`src/rtl/fuzzy_pkg.sv`:
```
// Shared widths, types and FSM encoding for the rule-grid defuzzification stage.
package fuzzy_pkg;
    localparam int unsigned MU_W      = 16;
    localparam int unsigned ACC_W     = 37;
    localparam int unsigned WS_W      = 20;
    localparam int unsigned N_RULES   = 9;
    localparam int unsigned DIV_STEPS = 37;

    typedef logic [MU_W-1:0]   mu_t;
    typedef logic signed [15:0] crisp_t;

    typedef enum logic [1:0] {
        IDLE,
        ACC,
        DIV,
        DONE
    } defuzz_state_t;
endpackage

```
`src/rtl/seq_udiv.sv`:
```
// Bit-serial unsigned restoring divider, one quotient bit per cycle, MSB first.
module seq_udiv #(
    parameter int unsigned DVD_W = 37,
    parameter int unsigned DVS_W = 20
) (
    input  logic             clk,
    input  logic             rst,
    input  logic             start,
    input  logic [DVD_W-1:0] dividend,
    input  logic [DVS_W-1:0] divisor,
    output logic             busy,
    output logic             done,
    output logic [DVD_W-1:0] quotient
);
    localparam int unsigned CNT_W = $clog2(DVD_W + 1);

    logic [DVS_W-1:0] rem_q, rem_d;
    logic [DVS_W-1:0] dvs_q, dvs_d;
    logic [DVD_W-1:0] dvd_q, dvd_d;
    logic [CNT_W-1:0] cnt_q, cnt_d;
    logic             busy_q, busy_d;
    logic             done_q, done_d;

    logic [DVS_W-1:0] rem_src;
    logic [DVS_W-1:0] dvs_src;
    logic [DVD_W-1:0] dvd_src;
    logic [DVS_W:0]   shifted;
    logic             qbit;

    // The start cycle already performs the first step on the incoming operands,
    // so the full quotient is ready DVD_W edges after start.
    always_comb begin
        rem_src = start ? '0 : rem_q;
        dvd_src = start ? dividend : dvd_q;
        dvs_src = start ? divisor : dvs_q;
        shifted = {rem_src, dvd_src[DVD_W-1]};
        qbit    = (shifted >= {1'b0, dvs_src});

        rem_d  = rem_q;
        dvd_d  = dvd_q;
        dvs_d  = dvs_q;
        cnt_d  = cnt_q;
        busy_d = busy_q;
        done_d = 1'b0;

        if (start || busy_q) begin
            rem_d  = qbit ? DVS_W'(shifted - {1'b0, dvs_src}) : shifted[DVS_W-1:0];
            dvd_d  = {dvd_src[DVD_W-2:0], qbit};
            dvs_d  = dvs_src;
            cnt_d  = start ? CNT_W'(1) : cnt_q + CNT_W'(1);
            busy_d = 1'b1;
            if (cnt_d == CNT_W'(DVD_W)) begin
                busy_d = 1'b0;
                done_d = 1'b1;
            end
        end
    end

    always_ff @(posedge clk or posedge rst) begin
        if (rst) begin
            rem_q  <= '0;
            dvs_q  <= '0;
            dvd_q  <= '0;
            cnt_q  <= '0;
            busy_q <= 1'b0;
            done_q <= 1'b0;
        end else begin
            rem_q  <= rem_d;
            dvs_q  <= dvs_d;
            dvd_q  <= dvd_d;
            cnt_q  <= cnt_d;
            busy_q <= busy_d;
            done_q <= done_d;
        end
    end

    assign busy     = busy_q;
    assign done     = done_q;
    assign quotient = dvd_q;
endmodule

```
`src/rtl/defuzz_wavg.sv`:
```
// Singleton weighted-average defuzzifier: serial MAC over nine rule weights, then serial divide.
module defuzz_wavg #(
    parameter logic signed [15:0] RULE_C [9] = '{
        -16'sd24576, -16'sd16384, -16'sd8192,
        -16'sd8192,   16'sd0,      16'sd8192,
         16'sd8192,   16'sd16384,  16'sd24576
    },
    parameter int unsigned ACC_W = 37,
    parameter int unsigned WS_W  = 20
) (
    input  logic               clk,
    input  logic               rst,
    input  logic               in_valid,
    output logic               in_ready,
    input  logic [15:0]        w00,
    input  logic [15:0]        w01,
    input  logic [15:0]        w02,
    input  logic [15:0]        w10,
    input  logic [15:0]        w11,
    input  logic [15:0]        w12,
    input  logic [15:0]        w20,
    input  logic [15:0]        w21,
    input  logic [15:0]        w22,
    output logic               out_valid,
    input  logic               out_ready,
    output logic signed [15:0] y,
    output logic               zero_w
);
    import fuzzy_pkg::*;

    localparam int unsigned PROD_W = MU_W + 17;
    localparam logic [ACC_W-1:0] POS_LIM = ACC_W'(32767);
    localparam logic [ACC_W-1:0] NEG_LIM = ACC_W'(32768);

    defuzz_state_t state_q, state_d;
    mu_t                     w_q [N_RULES];
    mu_t                     w_d [N_RULES];
    logic signed [ACC_W-1:0] num_q, num_d;
    logic [WS_W-1:0]         wsum_q, wsum_d;
    logic [3:0]              idx_q, idx_d;
    crisp_t                  y_q, y_d;
    logic                    zero_w_q, zero_w_d;
    logic                    neg_q, neg_d;

    mu_t                      w_cur;
    logic signed [PROD_W-1:0] prod;
    logic signed [ACC_W-1:0]  prod_ext;
    logic [ACC_W-1:0]         num_mag;
    logic                     div_start, div_busy, div_done;
    logic [ACC_W-1:0]         quot;
    crisp_t                   y_sat;

    assign w_cur    = w_q[idx_q];
    assign prod     = $signed({1'b0, w_cur}) * RULE_C[idx_q];
    assign prod_ext = {{(ACC_W-PROD_W){prod[PROD_W-1]}}, prod};
    assign num_mag  = num_d[ACC_W-1] ? -num_d : num_d;

    always_comb begin
        if (neg_q) begin
            y_sat = (quot > NEG_LIM) ? 16'sh8000 : crisp_t'(16'd0 - quot[15:0]);
        end else begin
            y_sat = (quot > POS_LIM) ? 16'sh7fff : crisp_t'(quot[15:0]);
        end
    end

    always_comb begin
        state_d   = state_q;
        w_d       = w_q;
        num_d     = num_q;
        wsum_d    = wsum_q;
        idx_d     = idx_q;
        y_d       = y_q;
        zero_w_d  = zero_w_q;
        neg_d     = neg_q;
        div_start = 1'b0;

        case (state_q)
            IDLE: begin
                if (in_valid) begin
                    w_d[0]  = w00;
                    w_d[1]  = w01;
                    w_d[2]  = w02;
                    w_d[3]  = w10;
                    w_d[4]  = w11;
                    w_d[5]  = w12;
                    w_d[6]  = w20;
                    w_d[7]  = w21;
                    w_d[8]  = w22;
                    num_d   = '0;
                    wsum_d  = '0;
                    idx_d   = '0;
                    state_d = ACC;
                end
            end
            ACC: begin
                num_d  = num_q + prod_ext;
                wsum_d = wsum_q + {{(WS_W-MU_W){1'b0}}, w_cur};
                idx_d  = idx_q + 4'd1;
                // Divider is launched from the post-add totals so DIV needs no extra load cycle.
                if (idx_q == 4'(N_RULES - 1)) begin
                    idx_d = '0;
                    if (wsum_d == '0) begin
                        y_d      = '0;
                        zero_w_d = 1'b1;
                        state_d  = DONE;
                    end else begin
                        neg_d     = num_d[ACC_W-1];
                        div_start = 1'b1;
                        state_d   = DIV;
                    end
                end
            end
            DIV: begin
                if (div_done && !div_busy) begin
                    y_d      = y_sat;
                    zero_w_d = 1'b0;
                    state_d  = DONE;
                end
            end
            DONE: begin
                if (out_ready) begin
                    state_d = IDLE;
                end
            end
            default: state_d = IDLE;
        endcase
    end

    always_ff @(posedge clk or posedge rst) begin
        if (rst) begin
            state_q  <= IDLE;
            for (int unsigned i = 0; i < N_RULES; i++) begin
                w_q[i] <= '0;
            end
            num_q    <= '0;
            wsum_q   <= '0;
            idx_q    <= '0;
            y_q      <= '0;
            zero_w_q <= 1'b0;
            neg_q    <= 1'b0;
        end else begin
            state_q  <= state_d;
            w_q      <= w_d;
            num_q    <= num_d;
            wsum_q   <= wsum_d;
            idx_q    <= idx_d;
            y_q      <= y_d;
            zero_w_q <= zero_w_d;
            neg_q    <= neg_d;
        end
    end

    seq_udiv #(
        .DVD_W(ACC_W),
        .DVS_W(WS_W)
    ) u_div (
        .clk      (clk),
        .rst      (rst),
        .start    (div_start),
        .dividend (num_mag),
        .divisor  (wsum_d),
        .busy     (div_busy),
        .done     (div_done),
        .quotient (quot)
    );

    assign in_ready  = (state_q == IDLE);
    assign out_valid = (state_q == DONE);
    assign y         = y_q;
    assign zero_w    = zero_w_q;
endmodule

```
`config.mk`:
```
export PLATFORM = sky130hd
export DESIGN_NAME = defuzz_wavg
export DESIGN_NICKNAME = d
export VERILOG_FILES = /design/src/rtl/fuzzy_pkg.sv /design/src/rtl/seq_udiv.sv /design/src/rtl/defuzz_wavg.sv
export SDC_FILE = /design/constraint.sdc
export NUM_CORES = 1
export LEC_CHECK = 0
export ABC_AREA = 1
export CORE_UTILIZATION = 30
export DETAILED_ROUTE_END_ITERATION = 8
export PLACE_DENSITY = 0.46
export SKIP_LAST_GASP = 1
export SYNTH_ARGS = -nofsm -noshare
export SYNTH_HDL_FRONTEND = slang
export SYNTH_SLANG_ARGS = --single-unit
export TNS_END_PERCENT = 30
```
`constraint.sdc`:
```
create_clock -name clk -period 12.15 [get_ports clk]
set_input_delay 2.43 -clock clk [delete_from_list [all_inputs] [get_ports clk]]
set_output_delay 2.43 -clock clk [all_outputs]
set_load 0.005 [all_outputs]
```
==> results.toml <==
[placed_design]
portBuffers = 166
dpl_cell_area_sq_um = 23600
dp_hpwl_microns = 49100
dp_slack_ps = 2410
gp_congestion = 0.855

[logic_synthesis]
syn_inst = 2703
synth_seq_cells = 310
netlist_area_sq_um = 21100
synth_compound_area_frac = 0.120
syn-num-nets = 3033
ys_async_sr_fraction = 1.00
ys_types = 54
synthXorXnorAreaFrac = 0.0278
synth_top_flop_cell = "dfrtp_1"
synth-edff-count = 0
synth_top_family_by_area = "simple AND/OR/NAND/NOR gates"
muxShareOfSynthArea = 0.0538
synth_warnings = 0
synthAdderAreaFrac = 0.119
yosys.area_share.simple = 0.226
syn_area_per_cell_sq_um = 7.82
ys_seq_area_frac = 0.367

[clock_tree]
clock-sinks = 310
clkLatencyLatePin_ps = 560
cts_resized = 0
h-tree-depth = 2
cts_root_buf = "clkbuf_16"
holdBufCountCts = 0
numCtsBuffers = 39
clk_path_buf_depth = 3
cts_setup_buffers = 0
cts.clk_slew.worst_paths_ps = 60
cts_tree = "done"

[floorplan]
pin_count = 167
die_area_sq_um = 71500
start_util = 0.305
die_width_microns = 267
core_area_sq_um = 69200
die_h_microns = 267
placementRows = 96

[sta]
fin_ws_ps = 2370
finalHoldViolCount = 0
setup_tns_ps = 0
min_period_over_period = 0.805
max_freq_mhz = 102
fin_skew_ps = 16.5
finalSetupViolCount = 0
tightest_slew_ps = 1180
fin_crit_ps = 9780
slew_violations = 0
holdWs_ps = 481
rsz0062_at_grt = "no"
maxSlewHeadroom = 0.216

[grt]
grt_max_degree = 116
grt_pass1_wl_microns = 101000
grt_usage = 0.181
grt_pass1_vias = 18000
antenna_found_initial = 4
grt-ovfl-total = 0

[min_path]
hold_path_depth = 2
hold_path_class = "register to register"

[worst_setup_path]
cp_slowest_cell = "a31oi_1"
cpMostUsedCell = "nand2_1"
cp_max_fo = 45
max_stage_delay_ps = 650
cp.arrival_ps = 10260
worstSetupEndpointType = "register"
critical_path.startpoint_type = "register"
crit_required_ps = 12640
critPathKind = "register to register"
reg2reg_depth = 38

[layout]
mostFrequentLayoutCells = "nand2_1 (633), inv_1 (353), dfrtp_1 (309)"
syn_to_final_growth_pct = 18.0
drive_gt1_frac = 0.0907
stdcell_area_sq_um = 24900
final_net_count = 3157
final_common_cell = "nand2_1"

[power_and_ir_drop]
ir_drop_mv = 0.0783
power_density_nw_per_um2 = 92.1
leakage_nw = 12.9
p_total_mw = 2.30

[route]
vias_per_cell = 4.76
drt_iter0_drc = 1107
route.vias.total = 18000
first_pass_iters = 5
drc = 0
antenna_left = 0
wl_per_cell_microns = 17.1
finalWirelength_microns = 64700

[job]
cap_violations = 0

[outcome]
status = "finished clean"
layout make-up:
cell class                      count  area (sq um)
Tap cell                          931          1160
Sequential cell                   310          7760
Timing Repair Buffer              184          1800
Inverter                          359          1360
Fill cell                        7253         44200
Multi-Input combinational cell   1933         11600
Clock inverter                     12           160
Clock buffer                       56          1140
Antenna cell                        1          2.50
cell families after synthesis:
kind of cell               after synthesis
AOI/OAI and AO/OA                      451
xor gates and xnor gates                67
adders and majority gates              182
buffers and inverters                  460
DFF                                    310
muxes                                  101
and+or+nand+nor                       1132
path summary, 6_finish.rpt:
kind / end / slack [ps] / startpoint
setup reg to reg: u_div.rem_q[14]$_DFFE_PP0N_ / 2370 / idx_q[2]$_DFFE_PP0P_
setup / recovery: u_div.rem_q[14]$_DFFE_PP0N_ / 2370 / idx_q[2]$_DFFE_PP0P_
hold / removal: u_div.dvs_q[0]$_DFFE_PP0N_ / 480 / u_div.dvs_q[0]$_DFFE_PP0N_
hold reg to reg: u_div.dvs_q[0]$_DFFE_PP0N_ / 480 / u_div.dvs_q[0]$_DFFE_PP0N_
min in group asynchronous: w_q[57]$_DFFE_PP0P_ / 2400 / rst
max in group asynchronous: u_div.rem_q[12]$_DFFE_PP0N_ / 7540 / rst
per-stage QoR:
stage / util / instances
after global placement: 0.342 / 3717
after floorplan: - / 2703
after detailed placement: 0.342 / 3717
after CTS: 0.360 / 3785
final: 0.360 / 3786
after global routing: 0.360 / 3785
power breakdown:
group          leakage [nW]  internal, mW  switching (mW)
registers              3.83          1.03               0
logic                  8.46        0.0422          0.0317
clock network         0.639         0.718           0.472
layer usage:
| layer | vias to the layer above | global-route usage | part of all wire |
|---|---|---|---|
| met5 | - | 0 | 0.00062 |
| met4 | 6 | 0.0531 | 0.026 |
| met3 | 83 | 0.0286 | 0.045 |
| met2 | 350 | 0.287 | 0.44 |
| met1 | 8565 | 0.252 | 0.49 |
| li1 | 9029 | - | - |
synthesized netlist by cell type (3+ instances only):
master	instances	share of area
xor2_1	51	0.021
nand3b_1	10	0.0036
dfrtp_1	310	0.37
nand2_1	634	0.11
mux2_2	101	0.054
xnor2_1	16	0.0066
nand4_1	26	0.0077
nand3_1	144	0.034
a21oi_1	152	0.036
nand3_2	4	0.0019
o21ai_2	18	0.0075
or2_2	33	0.0098
nor4_1	10	0.0030
o21a_1	3	0.0011
o21bai_1	5	0.0018
a31oi_1	27	0.0080
inv_2	3	0.00053
clkbuf_1	64	0.011
nor2_2	5	0.0015
nor3_1	15	0.0036
o21ai_1	14	0.0033
buf_1	5	0.00089
nand2_2	7	0.0021
o311a_1	10	0.0047
o21ai_0	186	0.044
fa_1	33	0.031
nor2_1	234	0.042
ha_1	149	0.088
inv_1	355	0.063
buf_4	7	0.0025
a21o_1	7	0.0025
buf_2	19	0.0045
a32o_1	7	0.0033
o22ai_1	8	0.0024
buf_6	6	0.0032
state kept, by name, summed over array words and instances, names as in the netlist:
name,cells
idx_q,4
neg_q,1
num_q,37
state_q,2
u_div.busy,1
u_div.cnt_q,6
u_div.done,1
u_div.dvs_q,20
u_div.quotient,37
u_div.rem_q,20
w_q,144
wsum_q,20
y,16
zero_w,1
critical path: cells and delay by family, from the launching register on:
family,cells,cell delay (ps)
and+or+nand+nor,17,3230
adders and majority gates,8,2760
AOI/OAI and AO/OA,7,1780
buffers and inverters,5,1270
DFF,1,410
xor gates and xnor gates,1,180
No activity file was read; power rests on OpenSTA's default activity.
